**src/rtl/alu_pkg.sv**
```systemverilog
// alu_pkg: shared ALU op codes, opcodes, instruction field layout and sequencer states
package alu_pkg;
  localparam int INSTR_W = 16;
  localparam int IMM_W = 8;
  localparam int OPC_LSB = 13;
  localparam int RD_LSB = 11;
  localparam int RS1_LSB = 9;
  localparam int RS2_LSB = 7;
  localparam logic [1:0] ALU_ADD = 2'b00;
  localparam logic [1:0] ALU_SUB = 2'b01;
  localparam logic [1:0] ALU_NAND = 2'b10;
  localparam logic [1:0] ALU_IDLE = 2'b11;
  localparam logic [2:0] OPC_ADD = 3'b000;
  localparam logic [2:0] OPC_SUB = 3'b001;
  localparam logic [2:0] OPC_NAND = 3'b010;
  localparam logic [2:0] OPC_LDI = 3'b011;
  localparam logic [2:0] OPC_MOV = 3'b100;
  localparam logic [2:0] OPC_NOP = 3'b101;
  typedef enum logic [1:0] {S_IDLE, S_DECODE, S_EXEC, S_WB} state_t;
  function automatic logic [1:0] alu_op_of(input logic [2:0] opc);
    return opc == OPC_ADD ? ALU_ADD : opc == OPC_SUB ? ALU_SUB : opc == OPC_NAND ? ALU_NAND : ALU_IDLE;
  endfunction
endpackage

```
**src/rtl/regfile_4x16.sv**
```systemverilog
// regfile_4x16: register file with two operand reads, a debug read and one synchronous write
module regfile_4x16 #(
  parameter int DATA_W = 16,
  parameter int NREGS = 4
) (
  input  logic              clk,
  input  logic              rst_n,
  input  logic              we,
  input  logic [1:0]        wa,
  input  logic [DATA_W-1:0] wd,
  input  logic [1:0]        ra1,
  input  logic [1:0]        ra2,
  input  logic [1:0]        dbg_sel,
  output logic [DATA_W-1:0] rd1,
  output logic [DATA_W-1:0] rd2,
  output logic [DATA_W-1:0] dbg_data
);
  logic [DATA_W-1:0] r_q [NREGS];
  logic [DATA_W-1:0] r_d [NREGS];
  always_comb begin
    r_d = r_q;
    if (we) r_d[wa] = wd;
  end
  always_ff @(posedge clk or negedge rst_n) begin
    if (!rst_n) for (int i = 0; i < NREGS; i++) r_q[i] <= '0;
    else r_q <= r_d;
  end
  assign rd1 = r_q[ra1];
  assign rd2 = r_q[ra2];
  assign dbg_data = r_q[dbg_sel];
endmodule

```
**src/rtl/alu_sequencer.sv**
```systemverilog
// alu_sequencer: four-state decode/execute/writeback controller wrapped around an external ALU
module alu_sequencer
  import alu_pkg::*;
#(
  parameter int DATA_W = 16,
  parameter int NREGS = 4
) (
  input  logic               clk,
  input  logic               rst_n,
  input  logic               instr_valid,
  output logic               instr_ready,
  input  logic [INSTR_W-1:0] instr,
  output logic [DATA_W-1:0]  alu_a,
  output logic [DATA_W-1:0]  alu_b,
  output logic [1:0]         alu_op,
  input  logic [DATA_W-1:0]  alu_result,
  output logic               done,
  output logic               illegal,
  output logic               zero_flag,
  input  logic [1:0]         dbg_sel,
  output logic [DATA_W-1:0]  dbg_data
);
  state_t state_q, state_d;
  logic [INSTR_W-1:0] ir_q, ir_d;
  logic [DATA_W-1:0] a_q, a_d, b_q, b_d, res_q, res_d, rd1, rd2;
  logic [1:0] op_q, op_d;
  logic done_q, done_d, ill_q, ill_d, zf_q, zf_d, we;
  logic [2:0] opc;
  logic [1:0] rd, rs1, rs2;
  logic [IMM_W-1:0] imm;
  logic is_alu, is_wr, is_ill;
  assign opc = ir_q[OPC_LSB +: 3];
  assign rd = ir_q[RD_LSB +: 2];
  assign rs1 = ir_q[RS1_LSB +: 2];
  assign rs2 = ir_q[RS2_LSB +: 2];
  assign imm = ir_q[IMM_W-1:0];
  assign is_alu = alu_op_of(opc) != ALU_IDLE;
  assign is_wr = opc < OPC_NOP;
  assign is_ill = opc > OPC_NOP;
  always_comb begin
    state_d = state_q;
    ir_d = ir_q;
    a_d = a_q;
    b_d = b_q;
    op_d = op_q;
    res_d = res_q;
    zf_d = zf_q;
    done_d = 1'b0;
    ill_d = 1'b0;
    we = 1'b0;
    case (state_q)
      S_IDLE: begin
        ir_d = instr_valid ? instr : ir_q;
        state_d = instr_valid ? S_DECODE : S_IDLE;
      end
      S_DECODE: begin
        a_d = rd1;
        b_d = rd2;
        op_d = alu_op_of(opc);
        state_d = S_EXEC;
      end
      S_EXEC: begin
        // a_q already holds R[rs1]; nothing writes the file before WB
        res_d = is_alu ? alu_result : opc == OPC_LDI ? {{(DATA_W-IMM_W){1'b0}}, imm} : opc == OPC_MOV ? a_q : res_q;
        op_d = ALU_IDLE;
        state_d = S_WB;
      end
      default: begin
        we = is_wr;
        zf_d = is_wr ? res_q == '0 : zf_q;
        done_d = 1'b1;
        ill_d = is_ill;
        op_d = ALU_IDLE;
        state_d = S_IDLE;
      end
    endcase
  end
  always_ff @(posedge clk or negedge rst_n) begin
    if (!rst_n) begin
      state_q <= S_IDLE;
      ir_q <= '0;
      a_q <= '0;
      b_q <= '0;
      op_q <= ALU_IDLE;
      res_q <= '0;
      zf_q <= 1'b0;
      done_q <= 1'b0;
      ill_q <= 1'b0;
    end else begin
      state_q <= state_d;
      ir_q <= ir_d;
      a_q <= a_d;
      b_q <= b_d;
      op_q <= op_d;
      res_q <= res_d;
      zf_q <= zf_d;
      done_q <= done_d;
      ill_q <= ill_d;
    end
  end
  regfile_4x16 #(.DATA_W(DATA_W), .NREGS(NREGS)) u_rf (
    .clk(clk), .rst_n(rst_n), .we(we), .wa(rd), .wd(res_q),
    .ra1(rs1), .ra2(rs2), .dbg_sel(dbg_sel),
    .rd1(rd1), .rd2(rd2), .dbg_data(dbg_data)
  );
  assign instr_ready = state_q == S_IDLE;
  assign alu_a = a_q;
  assign alu_b = b_q;
  assign alu_op = op_q;
  assign done = done_q;
  assign illegal = ill_q;
  assign zero_flag = zf_q;
endmodule

```
**config.mk**
```make
export PLATFORM = sky130hd
export DESIGN_NAME = alu_sequencer
export DESIGN_NICKNAME = d
export VERILOG_FILES = /design/src/rtl/alu_pkg.sv /design/src/rtl/regfile_4x16.sv /design/src/rtl/alu_sequencer.sv
export SDC_FILE = /design/constraint.sdc
export NUM_CORES = 1
export LEC_CHECK = 0
export BUFFER_PORTS_ARGS = -buffer_cell sky130_fd_sc_hd__buf_2
export CAP_MARGIN = 20
export CORE_MARGIN = 2
export CORE_UTILIZATION = 30
export CTS_CLUSTER_SIZE = 10
export DETAILED_ROUTE_END_ITERATION = 10
export GPL_ROUTABILITY_DRIVEN = 0
export MAX_ROUTING_LAYER = met4
export PLACE_DENSITY_LB_ADDON = 0.2
export SLEW_MARGIN = 20
export SYNTH_ARGS = -nofsm -noshare
export SYNTH_HDL_FRONTEND = slang
export SYNTH_SLANG_ARGS = --single-unit
```
**constraint.sdc**
```tcl
create_clock -name clk -period 1.89 [get_ports clk]
set_input_delay 0.189 -clock clk [delete_from_list [all_inputs] [get_ports clk]]
set_output_delay 0.189 -clock clk [all_outputs]
set_load 0.01 [all_outputs]
```
==> impl_metrics.yaml <==
clocking:
  htreeDepth: 4
  clk_pin_slew_ps: 60
  cts_num_sinks: 135
  numCtsBuffers: 17
  clkLatencyLatePin_ps: 420
  cts_tree: "done"
  cts_resized: 0
  clock_tree.root_cell: "clkbuf_16"
  clk_path_buf_depth: 2
logic_synthesis:
  synthCells: 434
  yosys_warnings: 0
  synthArstFlopShare_pct: 100
  synth-edff-count: 0
  synth_area_um2: 6940
  synth.ff_latch_count: 135
  synth_ff_type: "dfrtp_1"
  yosysSeqAreaShare_pct: 48.7
  syn-num-nets: 475
  synth.distinct_cells: 34
  avgSynthCellArea_um2: 16.0
timing:
  setup_viol: 0
  setup_ws_ps: 204
  max_freq_mhz: 593
  min_period_over_period_pct: 89.2
  setup_tns_ps: 0
  fin_crit_ps: 1690
  hold_viol_final: 0
  maxSlewHeadroom_pct: 62.0
  rsz0062_at_grt: "false"
  tightest_slew_ps: 570
  skew_ps: 10.2
  drv_slew: 0
worst_setup_path:
  cp.depth: 4
  worstPathMaxFanout: 9
  cp_slowest_stage_delay_ps: 480
  required_ps: 2190
  start_kind: "register"
  cp_data_arrival_time_ps: 1980
  ff2ff_setup_slack_ps: 200
  cpLargestDelayFamily: "adder cells"
  worstPathCellList: "ha_1 > nand4b_4 > buf_4 > mux2_4"
  end_kind: "register"
  crit_buf_inv: 1
  crit_slowest_cell: "ha_1"
  critPathKind: "reg -> reg"
  reg2reg_depth: 4
layout:
  drive_gt1_share_pct: 52.1
  area_growth_pct: 23.9
  diodes: 0
  fin_nets: 595
  nFillCells: 2099
power_and_ir_drop:
  switching_share_pct: 33.8
  p_clk_share_pct: 24.4
  p_int_uw: 10700
  power_density_nw_per_um2: 1870
  leakagePower_uw: 0.00400
  seqPwrFrac_pct: 34.9
  switching_power_uw: 5430
  comb_power_share_pct: 40.7
  ir_drop_v: 0.000747
detailed_routing:
  wl_per_cell_um: 21.6
  drtIter0Drc: 163
  vias_per_cell: 5.11
  first_pass_iters: 6
  wirelength_mm: 18.4
  drc: 0
  ant_nets: 0
  vias: 4352
min_path:
  min_path_type: "in -> reg"
  min_path_cells: 2
outcome:
  outcome: "complete, no violations"
grt:
  antenna_found_initial: 0
  grtUsageTotal_pct: 16.4
  grt_max_degree: 54
  overflow: 0
  grt_pass1_vias: 4689
  grt_pass1_wl_mm: 28.5
floorplan:
  die_w_um: 156
  core_area_um2: 22600
  dieHeight_um: 156
  dieArea_um2: 24400
  rows: 55
  pin_count: 91
  start_util_pct: 30.6
placed_design:
  hpwl_mm: 12.8
  port_buffers: 90
  place_ws_ps: 230
job:
  timing.max_cap.violations: 0
## synthesized netlist by cell type (9+ instances only)
cell	number	area (µm²)
a21oi_1	10	50.1
clkbuf_1	11	41.3
dfrtp_1	133	3330
mux2_2	82	923
mux2_4	30	450
mux4_1	28	736
mux4_2	20	450
nand2_1	12	45.0
nand2b_1	9	56.3
## repair_timing
item,in CTS,in global routing
hold buffers,10,0
buffers inserted,0,0
endpoints found under the hold margin,55,0
## cells by family after synthesis
group | count (synthesis) | synth area share [%]
buffers and inverters | 39 | 4.06
DFF | 135 | 48.7
AOI/OAI and AO/OA | 35 | 3.55
adders and majority gates | 4 | 0.722
and+or+nand+nor | 59 | 5.72
muxes | 162 | 37.2
## state kept, by name, summed over array words and instances (netlist names)
name,count
alu_op,2
res_q,16
u_rf.r_q,64
done,1
zero_flag,1
illegal,1
alu_a,16
state_q,2
ir_q,16
alu_b,16
## layer usage
layer / up-vias / global-route usage (%) / part of all wire, %
met2: 113 / 26.1 / 49
met4: 0 / 4.89 / 1.6
met3: 21 / 3.56 / 4.2
met5: - / - / 0
met1: 2282 / 21.2 / 45
li1: 1936 / - / -
## cell type report
type | count | area [µm²] | share of cell area (%)
Clock buffer | 19 | 443 | 5.16
Clock inverter | 12 | 249 | 2.90
Inverter | 5 | 18.8 | 0.218
Multi-Input combinational cell | 260 | 3270 | 38.1
Sequential cell | 135 | 3380 | 39.4
Tap cell | 285 | 357 | 4.15
Timing Repair Buffer | 135 | 870 | 10.1
## path summary, 6_finish.rpt
kind                                      to        from
min in group asynchronous           alu_b[3]       rst_n
worst min register to register     alu_op[0]   alu_op[0]
worst max register to register  u_rf.r_q[37]  state_q[0]
worst max-delay path            u_rf.r_q[37]  state_q[0]
max in group asynchronous        u_rf.r_q[4]       rst_n
worst min-delay path                 ir_q[8]    instr[8]
## power by group through the flow
stage | clock (µW) | combinational [µW] | sequential [µW]
after floorplan | 0 | 4800 | 5270
after global placement | 0 | 6520 | 5540
after detailed placement | 0 | 6590 | 5630
after CTS | 4000 | 6650 | 5600
after global routing | 4130 | 7100 | 5810
final | 3920 | 6550 | 5610
## cells in the final DEF (no fill, tap or decap), types with 7 or more instances in the layout
master	n
mux2_4	30
nand2b_1	9
a21oi_1	10
dfrtp_1	133
buf_2	89
and3_1	8
nand2_1	12
mux4_2	20
bufinv_16	7
nand3b_1	8
o2bb2ai_1	8
dlygate4sd3_1	10
clkbuf_16	17
a211oi_1	8
mux4_1	28
mux2_2	82
a31oi_1	8
nand3_1	8
buf_4	31
## through the flow
step	util, %	hold WS [ps]	power, µW	std cells	instance area, µm²
final	37.9	17.6	16100	851	8590
after global routing	37.9	9.18	17000	851	8590
after global placement	34.4	196	12100	810	7800
after floorplan	-	-107	10100	434	6940
after detailed placement	34.4	207	12200	810	7800
after CTS	37.9	0.867	16300	851	8590
No activity file was read; power rests on OpenSTA's default activity.
